<file path="config.mk">
export PLATFORM = sky130hd
export DESIGN_NAME = rvx_module_019
export DESIGN_NICKNAME = d
export VERILOG_FILES = /design/src/rtl/rvx_module_019.sv
export SDC_FILE = /design/constraint.sdc
export NUM_CORES = 1
export LEC_CHECK = 0
export CELL_PAD_IN_SITES_DETAIL_PLACEMENT = 1
export CELL_PAD_IN_SITES_GLOBAL_PLACEMENT = 2
export CORE_ASPECT_RATIO = 1.4
export CORE_MARGIN = 2
export CORE_UTILIZATION = 32
export CTS_BUF_LIST = sky130_fd_sc_hd__clkbuf_16
export DETAILED_ROUTE_END_ITERATION = 8
export MAX_ROUTING_LAYER = met4
export PLACE_DENSITY = 0.85
export SYNTH_ARGS = -nofsm -noshare
export SYNTH_HDL_FRONTEND = slang
export SYNTH_SLANG_ARGS = --single-unit
</file>
<file path="constraint.sdc">
create_clock -name clk -period 2.9 [get_ports clk]
set_clock_uncertainty 0.2 [all_clocks]
set_input_delay 0.58 -clock clk [delete_from_list [all_inputs] [get_ports clk]]
set_output_delay 0.58 -clock clk [all_outputs]
set_load 0.1 [all_outputs]
</file>
<file path="src/rtl/rvx_module_019.sv">
// Slave endpoint on the serial service ring: forwards foreign packets, collects requests
// addressed to NODE_ID into a parallel request and returns the result to MASTER_ID.
module rvx_module_019 #(
  parameter int NODE_ID    = 0,
  parameter int BW_NODE_ID = 8,
  parameter int BW_LINK    = 10,
  parameter int MASTER_ID  = 0,
  parameter int BW_REQ     = 40,
  parameter int BW_DATA    = 32
) (
  input  logic               clk,
  input  logic               rstnn,
  input  logic [BW_LINK-1:0] rx_link,
  output logic               rx_ready,
  output logic [BW_LINK-1:0] tx_link,
  input  logic               tx_ready,
  output logic               req_valid,
  output logic [BW_REQ-1:0]  req_data,
  input  logic               req_ack,
  input  logic [BW_DATA-1:0] rsp_data
);

  localparam int P    = BW_LINK - 2;
  localparam int NREQ = (BW_REQ + P - 1) / P;
  localparam int NRSP = (BW_DATA + P - 1) / P;
  localparam int RSW  = NRSP * P;
  localparam int CMAX = (NREQ > NRSP) ? NREQ : NRSP;
  localparam int CW   = $clog2(CMAX + 1);
  localparam logic [CW-1:0] REQ_LAST = CW'(NREQ - 1);
  localparam logic [CW-1:0] RSP_LAST = CW'(NRSP);

  typedef enum logic [2:0] {
    S_IDLE    = 3'd0,
    S_FORWARD = 3'd1,
    S_COLLECT = 3'd2,
    S_REQ     = 3'd3,
    S_RESP    = 3'd4
  } state_t;

  state_t state_q, state_d;

  logic [BW_LINK-1:0] tx_q;
  logic [BW_REQ-1:0]  req_q;
  logic               req_valid_q;
  logic [RSW-1:0]     rsp_q;
  logic [CW-1:0]      cnt_q;

  logic         rx_valid, rx_head, rx_own, rx_fire, slot_free;
  logic [P-1:0] rx_payload;
  logic         fwd_load, col_start, col_shift, col_last, req_take, rsp_emit, rsp_last;
  logic [BW_LINK-1:0] rsp_flit;

  assign rx_valid   = rx_link[BW_LINK-1];
  assign rx_head    = rx_link[BW_LINK-2];
  assign rx_payload = rx_link[P-1:0];
  assign rx_own     = (rx_payload[BW_NODE_ID-1:0] == BW_NODE_ID'(NODE_ID));
  assign slot_free  = !tx_q[BW_LINK-1] || tx_ready;

  // Handshake: a flit moves on a link only in a cycle where its valid bit and the
  // matching ready are both high; the sender holds the flit unchanged until then.
  always_ff @(posedge clk or negedge rstnn) begin
    if (!rstnn) state_q <= S_IDLE;
    else        state_q <= state_d;
  end

  always_comb begin
    state_d = state_q;
    case (state_q)
      S_IDLE, S_FORWARD, S_COLLECT: begin
        if (col_start)                  state_d = S_COLLECT;
        else if (fwd_load && rx_head)   state_d = S_FORWARD;
        else if (col_shift && col_last) state_d = S_REQ;
      end
      S_REQ:   if (req_ack) state_d = S_RESP;
      S_RESP:  if (rsp_emit && rsp_last) state_d = S_IDLE;
      default: state_d = S_IDLE;
    endcase
  end

  always_comb begin
    rx_ready = 1'b0;
    case (state_q)
      S_IDLE, S_FORWARD: rx_ready = slot_free;
      // Bodies are absorbed unconditionally; an aborting head may need the tx slot.
      S_COLLECT:         rx_ready = rx_head ? slot_free : 1'b1;
      default:           rx_ready = 1'b0;
    endcase
    rx_fire   = rx_valid && rx_ready;
    col_start = rx_fire && rx_head && rx_own;
    fwd_load  = rx_fire && ((rx_head && !rx_own) || (!rx_head && state_q == S_FORWARD));
    col_shift = rx_fire && !rx_head && state_q == S_COLLECT;
    col_last  = (cnt_q == REQ_LAST);
    req_take  = (state_q == S_REQ) && req_ack;
    rsp_emit  = (state_q == S_RESP) && slot_free;
    rsp_last  = (cnt_q == RSP_LAST);
    if (cnt_q == '0) rsp_flit = {1'b1, 1'b1, P'(MASTER_ID)};
    else             rsp_flit = {1'b1, 1'b0, rsp_q[RSW-1 -: P]};
  end

  always_ff @(posedge clk or negedge rstnn) begin
    if (!rstnn) begin
      tx_q        <= '0;
      req_q       <= '0;
      req_valid_q <= 1'b0;
      rsp_q       <= '0;
      cnt_q       <= '0;
    end else begin
      if (fwd_load)      tx_q <= rx_link;
      else if (rsp_emit) tx_q <= rsp_flit;
      else if (tx_ready) tx_q <= '0;

      if (col_start || req_take) cnt_q <= '0;
      else if (col_shift || rsp_emit) cnt_q <= cnt_q + 1'b1;

      // MS chunk arrives first; zero padding of the first chunk falls off the top.
      if (col_shift) req_q <= BW_REQ'({req_q, rx_payload});

      if (col_shift && col_last) req_valid_q <= 1'b1;
      else if (req_take)         req_valid_q <= 1'b0;

      if (req_take) rsp_q <= RSW'(rsp_data);
      else if (rsp_emit && cnt_q != '0) rsp_q <= rsp_q << P;
    end
  end

  assign tx_link   = tx_q;
  assign req_valid = req_valid_q;
  assign req_data  = req_q;

endmodule

</file>
# After elaboration in Yosys (flattened, before gate mapping)
# Index checks and enable logic that the tools add are counted.
dict set report totals {
  wordCells 65
  ff_bits 89
}
dict set report op_classes {
  reduce_logical 32
  n_mux 18
  n_eq_ne 8
  add_sub_neg 1
}
# cell count
set op_table {}
lappend op_table {{32-bit 2-to-1 mux} 2}
lappend op_table {{10-bit 2-to-1 mux} 3}
lappend op_table {{3-bit 2-to-1 mux} 7}
lappend op_table {{1-bit logical AND} 14}
lappend op_table {{9-bit 2-to-1 mux} 1}
lappend op_table {{3-bit case mux with 3 select lines} 1}
lappend op_table {{8-bit zero test} 1}
lappend op_table {{3-bit by 2-bit == test with 1-bit output, second input constant} 2}
lappend op_table {{3-bit == test, second input constant} 2}
lappend op_table {{3-bit zero test} 2}
lappend op_table {{2-bit nonzero test} 3}
lappend op_table {{3-bit nonzero test} 2}
lappend op_table {{1-bit logical OR} 4}
lappend op_table {{2-bit inequality test, second input constant} 2}
lappend op_table {{4-bit inequality test, second input constant} 1}
lappend op_table {{3-bit by 1-bit adder with 3-bit output, second input constant} 1}
lappend op_table {{3-bit by 1-bit == test with 1-bit output, second input constant} 1}
lappend op_table {{1-bit zero test} 3}
lappend op_table {{1-bit 2-to-1 mux} 3}
lappend op_table {{3-bit AND reduction} 1}
lappend op_table {{3-bit OR reduction} 1}
lappend op_table {{1-bit case mux with 2 select lines} 1}
lappend op_table {{2-bit OR reduction} 1}

# Logic depth before layout (Yosys ltp)
# Gate-level depths: netlist of run 1.
dict set report logic_depth {
  depth_word 12
  ltp_mapped 8
  depth_no_buf 6
}

# Worst setup path before layout of run 1
# Ideal clock, no wire load.
dict set report synth_timing {
  path_kind {register to output}
  startpoint {reg tx_q[9], in the netlist tx_link[9]}
  endpoint {out rx_ready}
  required_time_ps 2120
  path_slack_ps -439
  path_buffers 0
  stages_incl_launch_ff 3
  arrival_ps 2559
  path_cell_list {dfrtp_1 > nor2b_1 > a21oi_1}
}
dict set report synth_between {
  elab_chain_cells 4
}
# item line_no
set synth_rtl {}
lappend synth_rtl {{start: declaration} 42} ;# logic [BW_LINK-1:0] tx_q;
lappend synth_rtl {{start signal: assignment} 108} ;# if (fwd_load) tx_q <= rx_link;
lappend synth_rtl {{start signal: assignment} 109} ;# else if (rsp_emit) tx_q <= rsp_flit;
lappend synth_rtl {{1-bit zero test (*)} 57} ;# assign slot_free = !tx_q[BW_LINK-1] || tx_ready;
lappend synth_rtl {{1-bit logical OR (*)} 57}
lappend synth_rtl {{1-bit 2-to-1 mux} 85} ;# S_COLLECT: rx_ready = rx_head ? slot_free : 1'b1;
lappend synth_rtl {{1-bit case mux with 2 select lines (*)} 82} ;# case (state_q)
lappend synth_rtl {{end: declaration} 14} ;# output logic rx_ready,
# Mark *: on every way between the ends. The rest lies on a longest branch, timed or not.

# Final worst setup path of run 1
dict set report layout_timing {
  startpoint {in tx_ready}
  endpoint {out rx_ready}
}
dict set report layout_between {
  elab_chain_cells 3
}
# item line_no
set layout_rtl {}
lappend layout_rtl {{start: declaration} 16} ;# input logic tx_ready,
lappend layout_rtl {{1-bit logical OR (*)} 57}
lappend layout_rtl {{1-bit 2-to-1 mux} 85}
lappend layout_rtl {{1-bit case mux with 2 select lines (*)} 82}
# Marks and branches as above.

==> results.toml, run 1 <==
[drt]
wl_mm = 9.81
drc = 0
ant_nets = 0
vias = 2885
routedWlPerCell_um = 17.7
dr.pass1.iters = 4
dr.first_iter.drc_count = 111
via_per_inst = 5.22

[timing]
rsz0062_at_grt = "no"
fmax_mhz = 383
final_max_slew_viol_count = 0
finalCriticalPeriod_ns = 2.61
post-route-period-util_pct = 90.1
setup_tns_ns = 0
final-setup-viol-count = 0
tightest_slew_ns = 0.630
slew_headroom_pct = 58.0
final_hold_viol_count = 0

[power_and_ir_drop]
peakVddDrop_mv = 0.321
power_density_nw_per_um2 = 564
leakage_nw = 2.54
power.internal_mw = 2.12
power_mw = 2.93
combPwrFrac_pct = 13.4
switching_share_pct = 27.7
power_frac_clock_pct = 41.2
seqPwrFrac_pct = 45.3
switchingPower_uw = 809

[logic_synthesis]
synth_area_leaders = "dfrtp_1, mux2_2, a221o_1, and3_1, mux2i_1"
synth_top_family_by_area = "multiplexers"
synth-xor-area-share_pct = 0.226
postSynthRegisterBits = 89
synth_edf_count = 0
synth_top_cell_by_area = "dfrtp_1"
syn-cell-area_um2 = 3870
ys_types = 42
synthArstFlopShare_pct = 100
netlist_instances = 308
ys_warn_count = 0
synthAdderAreaFrac_pct = 0.647
ys.flop_type = "dfrtp_1"
synth_compound_area_share_pct = 12.1
synth_mux_area_share_pct = 14.0
synth_top_area_share_pct = 57.6
avgSynthCellArea_um2 = 12.6
synthSimpleGateAreaFrac_pct = 11.9
yosysSeqAreaShare_pct = 57.6
synth_nets = 356

[clock_tree]
clkTransAtPathRegs_ns = 0.07
clk_path_buf_depth = 2
cts_buffers = 9
cts_root_buf = "clkbuf_16"
hold_buffers = 0
post-cts-setup-buffers = 0
clk_latency_ns = 0.34
cts_tree = "yes"
cts-resized-gates = 0
cts.sinks = 89
htreeDepth = 3

[cells_and_area]
syn_to_final_growth_pct = 34.1
insertedDiodeCount = 0
post_route_cells_drive_above_1_share_pct = 33.0
final_core_util_pct = 43.9
finalNetCount = 449
multi_input_area_um2 = 1520
layout_common_cells = "dfrtp_1, buf_4, clkdlybuf4s50_1"
design_area_um2 = 5190
final-seq-area_um2 = 2230
layout_commonest_cell = "dfrtp_1"
layout.cells.non_filler = 553
fillers = 1269

[place]
port_buffers = 97
placed_cell_area_um2 = 4880
place.gp.congestion = 0.844
post-place-cells = 537
dpl.hpwl_mm = 7.08

[global_route]
grt_pass1_vias = 3061
grt.total_usage_pct = 16.3
grt-ovfl-total = 0
grt_first_pass_wirelength_mm = 16.3
antenna_found_initial = 0
grt_max_degree = 50

[floorplan]
ioPinCount = 98
core_area_um2 = 11800
rows = 47
die_w_um = 96.9
fp.dieH_um = 134
dieArea_um2 = 13000
start_util_pct = 32.7

[min_path]
hp-class = "in -> async"

[setup_path]
timing.rr.start = "state_q[1]"
startpoint_type = "input port"
path_class = "in -> out"
endpoint_kind = "output port"
cp.arrival_ns = 1.83
crit_start = "tx_ready"
crit_required_ns = 2.12
path_max_fanout = 7

[job]
max_cap_violations = 0

[run_status]
status = "completed"
-- stage by stage --
step	setup slack, ns	hold WS [ns]
5_1_grt	0.197	0.100
3_5_place_dp	0.144	0.278
4_1_cts	0.295	0.0794
6_report	0.286	0.0620
2_1_floorplan	0.110	0.0844
3_3_place_gp	0.225	0.272
-- cells by family (layout without fill, tap and decap cells) --
logic type               after synthesis  count (layout)
AO/OA/AOI/OAI                         58              58
XOR/XNOR                               1               1
adder cells (fa/ha/maj)                2               2
buffers and inverters                 27             125
flip-flops                            89              89
multiplexers                          49              49
AND/OR/NAND/NOR                       82              82
-- worst paths after layout --
path	end	slack [ns]	cells after the start
hold reg to reg	req_valid	0.29	2
max in group asynchronous	rsp_q[16]	1.78	2
hold / removal	req_data[17]	0.06	1
setup reg to reg	rsp_q[26]	0.45	5
min in group clk	req_valid	0.29	2
setup / recovery	rx_ready	0.29	4
-- routing by layer --
| metal | vias to the layer above | wire [µm] | GRT usage, % |
|---|---|---|---|
| li1 | 1331 | - | - |
| met1 | 1441 | 4390 | 20.4 |
| met2 | 98 | 4820 | 26.3 |
| met3 | 15 | 380 | 2.24 |
| met4 | 0 | 226 | 7.67 |
| met5 | - | 0 | - |
-- registers in the layout, indices dropped and copies added (netlist names) --
name       flops
cnt_q          3
req_data      40
req_valid      1
rsp_q         32
state_q        3
tx_link       10
-- Yosys cell counts, drive strengths merged, types with 2 or more instances --
master / count
o21ai: 3
nand3b: 2
clkbuf: 16
buf: 7
o22ai: 3
and3: 25
nor4: 2
nor3b: 2
nand2: 24
mux2i: 9
nor2b: 2
ha: 2
or2: 2
nand3: 11
dfrtp: 89
a221o: 24
a22oi: 8
nor2: 4
a21oi: 11
mux2: 40
inv: 4
-- worst max-delay path, stage by stage --
cell,delay (ns)
clkdlybuf4s50_1,0.46
nor2b_1,0.44
a21oi_2,0.15
buf_12,0.20
-- area by class of cell --
| class | instances | area share, % |
|---|---|---|
| Multi-Input combinational cell | 192 | 29.2 |
| Clock inverter | 7 | 1.62 |
| Timing Repair Buffer | 105 | 18.0 |
| Inverter | 4 | 0.289 |
| Clock buffer | 9 | 4.34 |
| Tap cell | 147 | 3.55 |
| Sequential cell | 89 | 42.9 |
-- power groups by stage --
stage / logic (mW) / registers [mW] / clock network [mW]
floorplan: 0.112 / 1.47 / 0
global placement: 0.390 / 1.35 / 0
detailed placement: 0.398 / 1.35 / 0
CTS: 0.399 / 1.33 / 1.24
global route: 0.421 / 1.33 / 1.29
finish: 0.393 / 1.33 / 1.21
(Power assumes the default switching activity.)
==> inputs of run 2 (changes only) <==
- HOLD_SLACK_MARGIN: default -> 0.05
==> results of run 2 <==
No change in the layout: final DEF, timing and power equal those of run 1.
==> inputs of run 3 (changes only) <==
- ABC_AREA: default -> 1
- CORE_UTILIZATION: 32 -> 31
- PLACE_DENSITY: 0.85 -> 0.89
- clock period: 2.9 -> 3.2 ns (I/O delays scaled with it)
==> results.toml, run 3 <==
[timing]
finalCriticalPeriod_ns = 2.63
tightest_slew_ns = 0.627
fmax_mhz = 381
slew_headroom_pct = 58.2
final_max_slew_viol_count = 0
final_hold_viol_count = 0
rsz0062_at_grt = "no"
post-route-period-util_pct = 82.1
whs_ns = 0.110
final-setup-viol-count = 0
setup_tns_ns = 0

[clock_tree]
cts_root_buf = "clkbuf_16"
cts_buffers = 9
cts.sinks = 89
clk_path_buf_depth = 2
hold_buffers = 0
clkTransAtPathRegs_ns = 0.06
post-cts-setup-buffers = 0
clk_latency_ns = 0.34
cts-resized-gates = 0
cts_tree = "yes"
htreeDepth = 3

[setup_path]
crit_chain = "clkdlybuf4s50_1 > nor2_2 > nand2_1 > nand2_1 > buf_12"
critPathMaxStageDelay_ns = 0.50
cp.arrival_ns = 1.79
critPathBufInv = 2
slowest_stage = "clkdlybuf4s50_1"
reg2reg_to = "cnt_q[1]"
reg2reg_depth = 8
cp_common_cell = "nand2_1"
crit_required_ns = 2.36
timing.rr.start = "state_q[2]"
startpoint_type = "input port"
endpoint_kind = "output port"
path_max_fanout = 5
path_class = "in -> out"
r2r_slack_ns = 1.20
crit_family = "buffers and inverters"

[cells_and_area]
post_route_cells_drive_above_1_share_pct = 18.2
fillers = 1468
insertedDiodeCount = 0
final_core_util_pct = 41.7
layout_common_cells = "nand2_1, dfrtp_1, nand3_1"
largest_reg_flops = 40
syn_to_final_growth_pct = 31.6
layout_commonest_cell = "nand2_1"
finalNetCount = 564

[drt]
wl_mm = 9.65
dr.pass1.iters = 4
drc = 0
vias = 3198
ant_nets = 0
via_per_inst = 4.77
dr.first_iter.drc_count = 66
routedWlPerCell_um = 14.4

[logic_synthesis]
ys_types = 24
synth_top_area_share_pct = 57.4
netlist_instances = 424
avgSynthCellArea_um2 = 9.15
synth_area_leaders = "dfrtp_1, nand3_1, nand2_1, inv_1, a21oi_1"
synth_nets = 472
synth_top_cell_by_area = "dfrtp_1"
ys.flop_type = "dfrtp_1"
synth_common_cells = "nand2_1, dfrtp_1, nand3_1, inv_1, nor2_1"
postSynthRegisterBits = 89
syn-cell-area_um2 = 3880
synth_edf_count = 0
synth_most_common_cell = "nand2_1"
synthArstFlopShare_pct = 100
ys_warn_count = 0
yosysSeqAreaShare_pct = 57.4

[global_route]
grt-ovfl-total = 0
antenna_found_initial = 0
grt_first_pass_wirelength_mm = 16.2
grt.total_usage_pct = 15.4
grt_pass1_vias = 3306
grt_max_degree = 76

[floorplan]
start_util_pct = 31.7
die_w_um = 98.5
dieArea_um2 = 13400
ioPinCount = 98
core_area_um2 = 12300
rows = 48
fp.dieH_um = 136

[place]
place.gp.congestion = 0.785
dpl.hpwl_mm = 7.07
port_buffers = 97

[min_path]
hp-class = "in -> async"

[job]
max_cap_violations = 0

[run_status]
status = "completed"
run 3: cell families after synthesis:
logic type	after synthesis	synth area share (%)
and+or+nand+nor	216	24.9
DFF	89	57.4
buffers and inverters	60	7.48
AOI/OAI and AO/OA	52	7.61
muxes	5	1.94
adders and majority gates	2	0.645
run 3: worst max-delay path by stage:
stage                     from        to  slack, ns  depth (start not counted)
floorplan           tx_link[9]  rx_ready       0.58                          3
global placement    rx_link[8]  cnt_q[0]       0.64                          9
detailed placement  rx_link[8]  cnt_q[1]       0.52                          9
CTS                 rx_link[8]  rx_ready       0.58                          5
global route        rx_link[8]  rx_ready       0.47                          5
finish              rx_link[8]  rx_ready       0.57                          5
run 3: stage by stage:
step	cell area, µm²	std cells	setup slack, ns
global route	5100	671	0.475
CTS	5100	671	0.576
detailed placement	4830	655	0.516
global placement	4830	655	0.643
floorplan	3880	424	0.579
finish	5100	671	0.572
run 3: layer usage:
metal  up-vias  routed length [µm]  global-route usage (%)
li1       1559                   -                       -
met1      1538                4550                    20.0
met5         -                   0                       -
met3        11                 424                    3.03
met4         0                 150                    5.25
met2        90                4530                    24.3
run 3: worst register-to-register path, cell delays in order (launching register included):
cell and delay [ns]:
dfrtp_1 0.44, nor2_1 0.22, nand2_1 0.13, a21boi_2 0.50
nand2_1 0.12, nand2_1 0.11, nor2_1 0.06, nand2_1 0.07
nand2_1 0.05
run 3: cell type report:
type	instances	area, µm²	area share [%]
clock buffers	9	225	4.41
inverters	40	150	2.94
clock inverters	7	46.3	0.907
multi-input cells	275	1360	26.7
well taps	150	188	3.68
repair buffers	101	906	17.7
flip-flops and latches	89	2230	43.6
Power of run 3 is left out: the tool's default activity adds up to more than one toggle a clock period on the data nets, which glitch-free logic cannot reach.
